===== src/rtl/timer_pkg.sv =====
// Shared encodings for the WIDTH-bit timer: clock selects, waveform modes, flag bit positions.
package timer_pkg;

    localparam int unsigned PRESCALE_W = 10;

    localparam int unsigned TOV_BIT  = 0;
    localparam int unsigned OCF_BASE = 1;

    typedef enum logic [2:0] {
        CS_STOP    = 3'd0,
        CS_DIV1    = 3'd1,
        CS_DIV8    = 3'd2,
        CS_DIV64   = 3'd3,
        CS_DIV256  = 3'd4,
        CS_DIV1024 = 3'd5,
        CS_STOP6   = 3'd6,
        CS_STOP7   = 3'd7
    } cs_e;

    typedef enum logic [1:0] {
        WGM_NORMAL = 2'd0,
        WGM_CTC    = 2'd1,
        WGM_PWM    = 2'd2,
        WGM_RSVD   = 2'd3
    } wgm_e;

    typedef struct packed {
        logic [2:0] rsvd;
        wgm_e       wgm;
        cs_e        cs;
    } tccr_t;

    // Prescaler bits that must all be ones for a tick; zero mask means no divided tick.
    function automatic logic [PRESCALE_W-1:0] presc_mask(input cs_e cs);
        case (cs)
            CS_DIV8:    presc_mask = PRESCALE_W'(10'h007);
            CS_DIV64:   presc_mask = PRESCALE_W'(10'h03F);
            CS_DIV256:  presc_mask = PRESCALE_W'(10'h0FF);
            CS_DIV1024: presc_mask = PRESCALE_W'(10'h3FF);
            default:    presc_mask = '0;
        endcase
    endfunction

endpackage


===== src/rtl/timer_prescaler.sv =====
// Free-running 10-bit prescaler producing a one-cycle count-enable tick (never a clock).
module timer_prescaler
    import timer_pkg::*;
(
    input  logic clk_i,
    input  logic rst_i,
    input  logic clear_i,
    input  cs_e  cs_i,
    output logic tick_c_o
);

    logic [PRESCALE_W-1:0] cnt_q;
    logic [PRESCALE_W-1:0] cnt_d;
    logic [PRESCALE_W-1:0] mask_c;

    // Next count: restart from zero whenever the clock select is rewritten.
    always_comb begin
        cnt_d = cnt_q + PRESCALE_W'(1);
        if (clear_i) begin
            cnt_d = '0;
        end
    end

    // Prescaler counter register.
    always_ff @(posedge clk_i) begin
        if (rst_i) begin
            cnt_q <= '0;
        end else begin
            cnt_q <= cnt_d;
        end
    end

    // Tick decode: /1 every cycle, divided modes when the selected low bits are all ones.
    always_comb begin
        mask_c   = presc_mask(cs_i);
        tick_c_o = 1'b0;
        if (cs_i == CS_DIV1) begin
            tick_c_o = 1'b1;
        end else if (mask_c != '0) begin
            tick_c_o = ((cnt_q & mask_c) == mask_c);
        end
    end

endmodule


===== src/rtl/timer_nbit_pwm.sv =====
// WIDTH-bit timer with NUM_CMP compare channels, normal/CTC modes and optional fast PWM.
// Fast PWM (WGM=2) with buffered OCR is built only when TIMER_PWM_EN is defined.
module timer_nbit_pwm
    import timer_pkg::*;
#(
    parameter int unsigned WIDTH   = 8,
    parameter int unsigned NUM_CMP = 1
)
(
    input  logic                     sysClock,
    input  logic                     rst,
    input  logic [WIDTH-1:0]         TCNT_data,
    input  logic                     TCNT_write_enable,
    input  logic [WIDTH*NUM_CMP-1:0] OCR_data,
    input  logic [NUM_CMP-1:0]       OCR_write_enable,
    input  logic [7:0]               TCCR_input,
    input  logic                     TCCR_write_enable,
    input  logic [NUM_CMP:0]         TIMSK_input,
    input  logic                     TIMSK_write_enable,
    input  logic [NUM_CMP:0]         TIFR_clear,
    input  logic                     TIFR_write_enable,
    output logic [WIDTH-1:0]         TCNT_output,
    output logic [7:0]               TCCR_output,
    output logic [WIDTH*NUM_CMP-1:0] OCR_output,
    output logic [NUM_CMP:0]         TIMSK_output,
    output logic [NUM_CMP:0]         TIFR_output,
    output logic [NUM_CMP:0]         irq,
    output logic [NUM_CMP-1:0]       oc_out
);

    localparam logic [WIDTH-1:0] CNT_MAX = {WIDTH{1'b1}};

    typedef logic [NUM_CMP-1:0][WIDTH-1:0] ocr_vec_t;

    tccr_t              tccr_q, tccr_d;
    logic [NUM_CMP:0]   timsk_q, timsk_d;
    logic [NUM_CMP:0]   tifr_q, tifr_d;
    logic [NUM_CMP:0]   flag_set;
    ocr_vec_t           ocr_buf_q, ocr_buf_d;
    ocr_vec_t           ocr_act_c;
    logic [WIDTH-1:0]   tcnt_q, tcnt_d;
    logic               tick_c;
    logic               ctc_mode;
    logic               tccr_rsvd_unused;

    assign tccr_rsvd_unused = ^TCCR_input[7:5];
    assign ctc_mode         = (tccr_q.wgm == WGM_CTC);

    timer_prescaler u_prescaler (
        .clk_i    (sysClock),
        .rst_i    (rst),
        .clear_i  (TCCR_write_enable),
        .cs_i     (tccr_q.cs),
        .tick_c_o (tick_c)
    );

`ifdef TIMER_PWM_EN
    ocr_vec_t           ocr_act_q, ocr_act_d;
    logic [NUM_CMP-1:0] oc_q, oc_d;
    logic               pwm_mode;

    assign pwm_mode  = (tccr_q.wgm == WGM_PWM);
    // In PWM the compare value is the double-buffered copy; otherwise the buffer directly.
    assign ocr_act_c = pwm_mode ? ocr_act_q : ocr_buf_q;
    assign oc_out    = oc_q;
`else
    assign ocr_act_c = ocr_buf_q;
    assign oc_out    = '0;
`endif

    // Register writes, counter/compare/mode next-state and flag updates.
    always_comb begin
        tccr_d    = tccr_q;
        timsk_d   = timsk_q;
        ocr_buf_d = ocr_buf_q;
        tcnt_d    = tcnt_q;
        flag_set  = '0;

        if (TCCR_write_enable) begin
            tccr_d.rsvd = '0;
            tccr_d.wgm  = wgm_e'(TCCR_input[4:3]);
            tccr_d.cs   = cs_e'(TCCR_input[2:0]);
        end
        if (TIMSK_write_enable) begin
            timsk_d = TIMSK_input;
        end
        for (int unsigned i = 0; i < NUM_CMP; i++) begin
            if (OCR_write_enable[i]) begin
                ocr_buf_d[i] = OCR_data[i*WIDTH +: WIDTH];
            end
        end

`ifdef TIMER_PWM_EN
        // Outside PWM the active copy follows the buffer so PWM entry starts from it.
        ocr_act_d = pwm_mode ? ocr_act_q : ocr_buf_d;
        oc_d      = pwm_mode ? oc_q : '0;
`endif

        if (TCNT_write_enable) begin
            tcnt_d = TCNT_data;
        end else if (tick_c) begin
            if (ctc_mode && (tcnt_q == ocr_act_c[0])) begin
                tcnt_d = '0;
            end else begin
                tcnt_d = tcnt_q + WIDTH'(1);
                if (tcnt_q == CNT_MAX) begin
                    flag_set[TOV_BIT] = 1'b1;
                end
            end
            for (int unsigned i = 0; i < NUM_CMP; i++) begin
                if (tcnt_q == ocr_act_c[i]) begin
                    flag_set[OCF_BASE + i] = 1'b1;
                end
            end
`ifdef TIMER_PWM_EN
            if (pwm_mode) begin
                if (tcnt_q == CNT_MAX) begin
                    ocr_act_d = ocr_buf_q;
                end
                for (int unsigned i = 0; i < NUM_CMP; i++) begin
                    oc_d[i] = (tcnt_d < ocr_act_d[i]);
                end
            end
`endif
        end

        // Hardware set wins over a same-cycle software clear.
        tifr_d = (tifr_q & ~(TIFR_write_enable ? TIFR_clear : '0)) | flag_set;
    end

    // State registers.
    always_ff @(posedge sysClock) begin
        if (rst) begin
            tccr_q    <= '0;
            timsk_q   <= '0;
            tifr_q    <= '0;
            ocr_buf_q <= '0;
            tcnt_q    <= '0;
`ifdef TIMER_PWM_EN
            ocr_act_q <= '0;
            oc_q      <= '0;
`endif
        end else begin
            tccr_q    <= tccr_d;
            timsk_q   <= timsk_d;
            tifr_q    <= tifr_d;
            ocr_buf_q <= ocr_buf_d;
            tcnt_q    <= tcnt_d;
`ifdef TIMER_PWM_EN
            ocr_act_q <= ocr_act_d;
            oc_q      <= oc_d;
`endif
        end
    end

    assign TCNT_output  = tcnt_q;
    assign TCCR_output  = tccr_q;
    assign OCR_output   = ocr_buf_q;
    assign TIMSK_output = timsk_q;
    assign TIFR_output  = tifr_q;
    assign irq          = tifr_q & timsk_q;

endmodule


===== config.mk =====
export PLATFORM = sky130hd
export DESIGN_NAME = timer_nbit_pwm
export DESIGN_NICKNAME = d
export VERILOG_FILES = /design/src/rtl/timer_pkg.sv /design/src/rtl/timer_prescaler.sv /design/src/rtl/timer_nbit_pwm.sv
export SDC_FILE = /design/constraint.sdc
export NUM_CORES = 1
export LEC_CHECK = 0
export CAP_MARGIN = 20
export CORE_MARGIN = 2
export CORE_UTILIZATION = 35
export DETAILED_ROUTE_END_ITERATION = 6
export PLACE_DENSITY_LB_ADDON = 0.15
export SLEW_MARGIN = 15
export SYNTH_ARGS = -nofsm -noshare
export SYNTH_HDL_FRONTEND = slang
export SYNTH_SLANG_ARGS = --single-unit
export TNS_END_PERCENT = 1

===== constraint.sdc =====
create_clock -name sysClock -period 2.42 [get_ports sysClock]
set_input_delay 0.484 -clock sysClock [delete_from_list [all_inputs] [get_ports sysClock]]
set_output_delay 0.484 -clock sysClock [all_outputs]
set_load 0.005 [all_outputs]

==> flow_summary.json <==
{
  "clock_sinks": 35,
  "diodes": 0,
  "die_h_um": 75.8,
  "outcome": "finished clean",
  "cp_max_fo": 10,
  "setup_viol": 0,
  "cts_hold_buf": 0,
  "rows": 26,
  "power.density_nw_per_um2": 539,
  "wl_per_cell_um": 12.7,
  "io_pins": 66,
  "hold_violations": 0,
  "nNetsFinal": 302,
  "ys_seq_area_frac": 0.388,
  "drc": 0,
  "clock_latency_ns": 0.28,
  "yosys_warnings": 0,
  "relSlewSlack": 0.661,
  "syn_area_per_cell_um2": 8.81,
  "ys_types": 41,
  "antenna_found_initial": 0,
  "p_clk_frac": 0.366,
  "rsz0062_at_grt": "no",
  "ant_nets": 0,
  "cts_tree": "done",
  "grt_pass1_vias": 1336,
  "swShare": 0.238,
  "finalCriticalPeriod_ns": 2.00,
  "start_util": 0.358,
  "viasPerCell": 4.69,
  "path_clk_slew_ns": 0.07,
  "max_cap_violations": 0,
  "dp_hpwl_um": 3150,
  "gp_congestion": 0.756,
  "syn2layout_area_growth_pct": 41.2,
  "vias": 1567,
  "grt_max_degree": 16,
  "cts_buffers": 5,
  "p_comb_frac": 0.168,
  "r2r_slack_ns": 0.42,
  "syn_area_um2": 1810,
  "syn_inst": 205,
  "hold_path.class": "reg2reg",
  "grt_pass1_wl_um": 6640,
  "p_sw_w": 0.000327,
  "p_leak_nw": 1.03,
  "crit_path_start_kind": "flip-flop",
  "fin_crit_sh": 0.827,
  "cts_buffer_depth": 2,
  "max_freq_mhz": 499,
  "synth_edf_count": 0,
  "grtUsageTotal": 0.155,
  "finClkSkew_ns": 0.00903,
  "finalPower_w": 0.00137,
  "ys_seq_elements": 35,
  "slew_violations": 0,
  "ir_drop_mv": 0.320,
  "postCtsResizedCells": 0,
  "cts_setup_buffers": 0,
  "critPathKind": "reg2reg",
  "drtIter0Drc": 89,
  "cp_data_arrival_time_ns": 2.20,
  "finalSetupTns_ns": 0,
  "portBuffers": 58,
  "critPathCaptureType": "flip-flop",
  "wirelength_um": 4240,
  "async_flop_share": 0,
  "tightest_slew_ns": 0.506,
  "fillers": 518,
  "internal_power_w": 0.00105,
  "cts_root_buffer": "clkbuf_8",
  "drive_gt1_frac": 0.0833,
  "drtPass1Iterations": 4,
  "crit_required_ns": 2.62,
  "p_seq_frac": 0.466,
  "cts_max_level": 2,
  "ys.flop_type": "dfxtp_1",
  "core-area_um2": 5040,
  "die_x_um": 75.8,
  "overflow": 0,
  "dieArea_um2": 5750
}
## power groups by stage
stage               sequential, W  combinational, W  clock [W]
global placement         0.000654          0.000231          0
floorplan                0.000648          0.000112          0
detailed placement       0.000654          0.000232          0
finish                   0.000640          0.000231   0.000502
global route             0.000646          0.000255   0.000539
CTS                      0.000641          0.000233   0.000520
## sequential cells by signal, summed over array words and instances, names as in the netlist
signal	flops
TCCR_output	5
TCNT_output	8
u_prescaler.cnt_q	10
OCR_output	8
TIMSK_output	2
TIFR_output	2
## worst paths after layout
| path | from | end | cells after the start |
|---|---|---|---|
| max | TCCR_output[1]$_SDFFE_PP0P_ | TCNT_output[0]$_SDFFE_PP0P_ | 6 |
| min | u_prescaler.cnt_q[0]$_SDFF_PP0_ | u_prescaler.cnt_q[0]$_SDFF_PP0_ | 1 |
| max reg2reg | TCCR_output[1]$_SDFFE_PP0P_ | TCNT_output[0]$_SDFFE_PP0P_ | 6 |
| min reg2reg | u_prescaler.cnt_q[0]$_SDFF_PP0_ | u_prescaler.cnt_q[0]$_SDFF_PP0_ | 1 |
## cell type report
class                      count  area (µm²)  share of cell area
tap                           70        87.6              0.0344
inverter                       9        33.8              0.0133
multi-input combinational    150        1010               0.395
timing repair buffer          63         618               0.243
clock inverter                 1        30.0              0.0118
clock buffer                   6        72.6              0.0285
sequential                    35         701               0.275
## metal layers
layer	wire, µm	share of wire	GRT usage
met5	0	0	0
met4	76	0.018	0.0585
met2	1960	0.46	0.233
met1	2000	0.47	0.211
met3	199	0.047	0.0410
## stage by stage
step	setup slack (ns)	util	std cells	hold slack [ns]	instance area, µm²
after floorplan	0.694	-	208	0.426	1820
after global placement	0.390	0.485	327	0.442	2450
after detailed placement	0.362	0.485	327	0.455	2450
after CTS	0.433	0.505	334	0.469	2550
after global routing	0.311	0.505	334	0.502	2550
final	0.418	0.505	334	0.459	2550
## Yosys cell counts (all sizes together) (4+ instances only)
cell,count,area [µm²]
and3,4,30.0
a32oi,5,43.8
inv,9,33.8
nor2,26,97.6
dfxtp,35,701
nor3b,5,37.5
mux2i,15,150
a21oi,15,75.1
o21ai,5,25.0
nand2,15,56.3
clkbuf,8,30.0
buf,6,46.3
nand3,10,50.1
xor2,13,114
## cells by family after synthesis
group | share of synthesized area
mux | 0.0832
other cells | 0.00208
fa+ha+maj | 0.0208
xor+xnor | 0.0776
simple gates | 0.227
compound gates | 0.140
flops | 0.388
buf+inv | 0.0610
## critical path, stage by stage, from the launching register on
cell,delay (ns)
dfxtp_1,0.41
inv_1,0.06
ha_1,0.32
a2111oi_4,0.35
a21o_1,0.39
nand3b_1,0.15
a221oi_2,0.23
## cells in the final DEF (no fill, tap or decap), types with 9 or more instances in the layout
master,count
clkdlybuf4s50_1,58
dfxtp_1,35
nor2_1,26
nand2_1,15
a21oi_1,15
mux2i_1,15
xor2_1,13
nand3_1,10
inv_1,9
(Power assumes the default switching activity.)
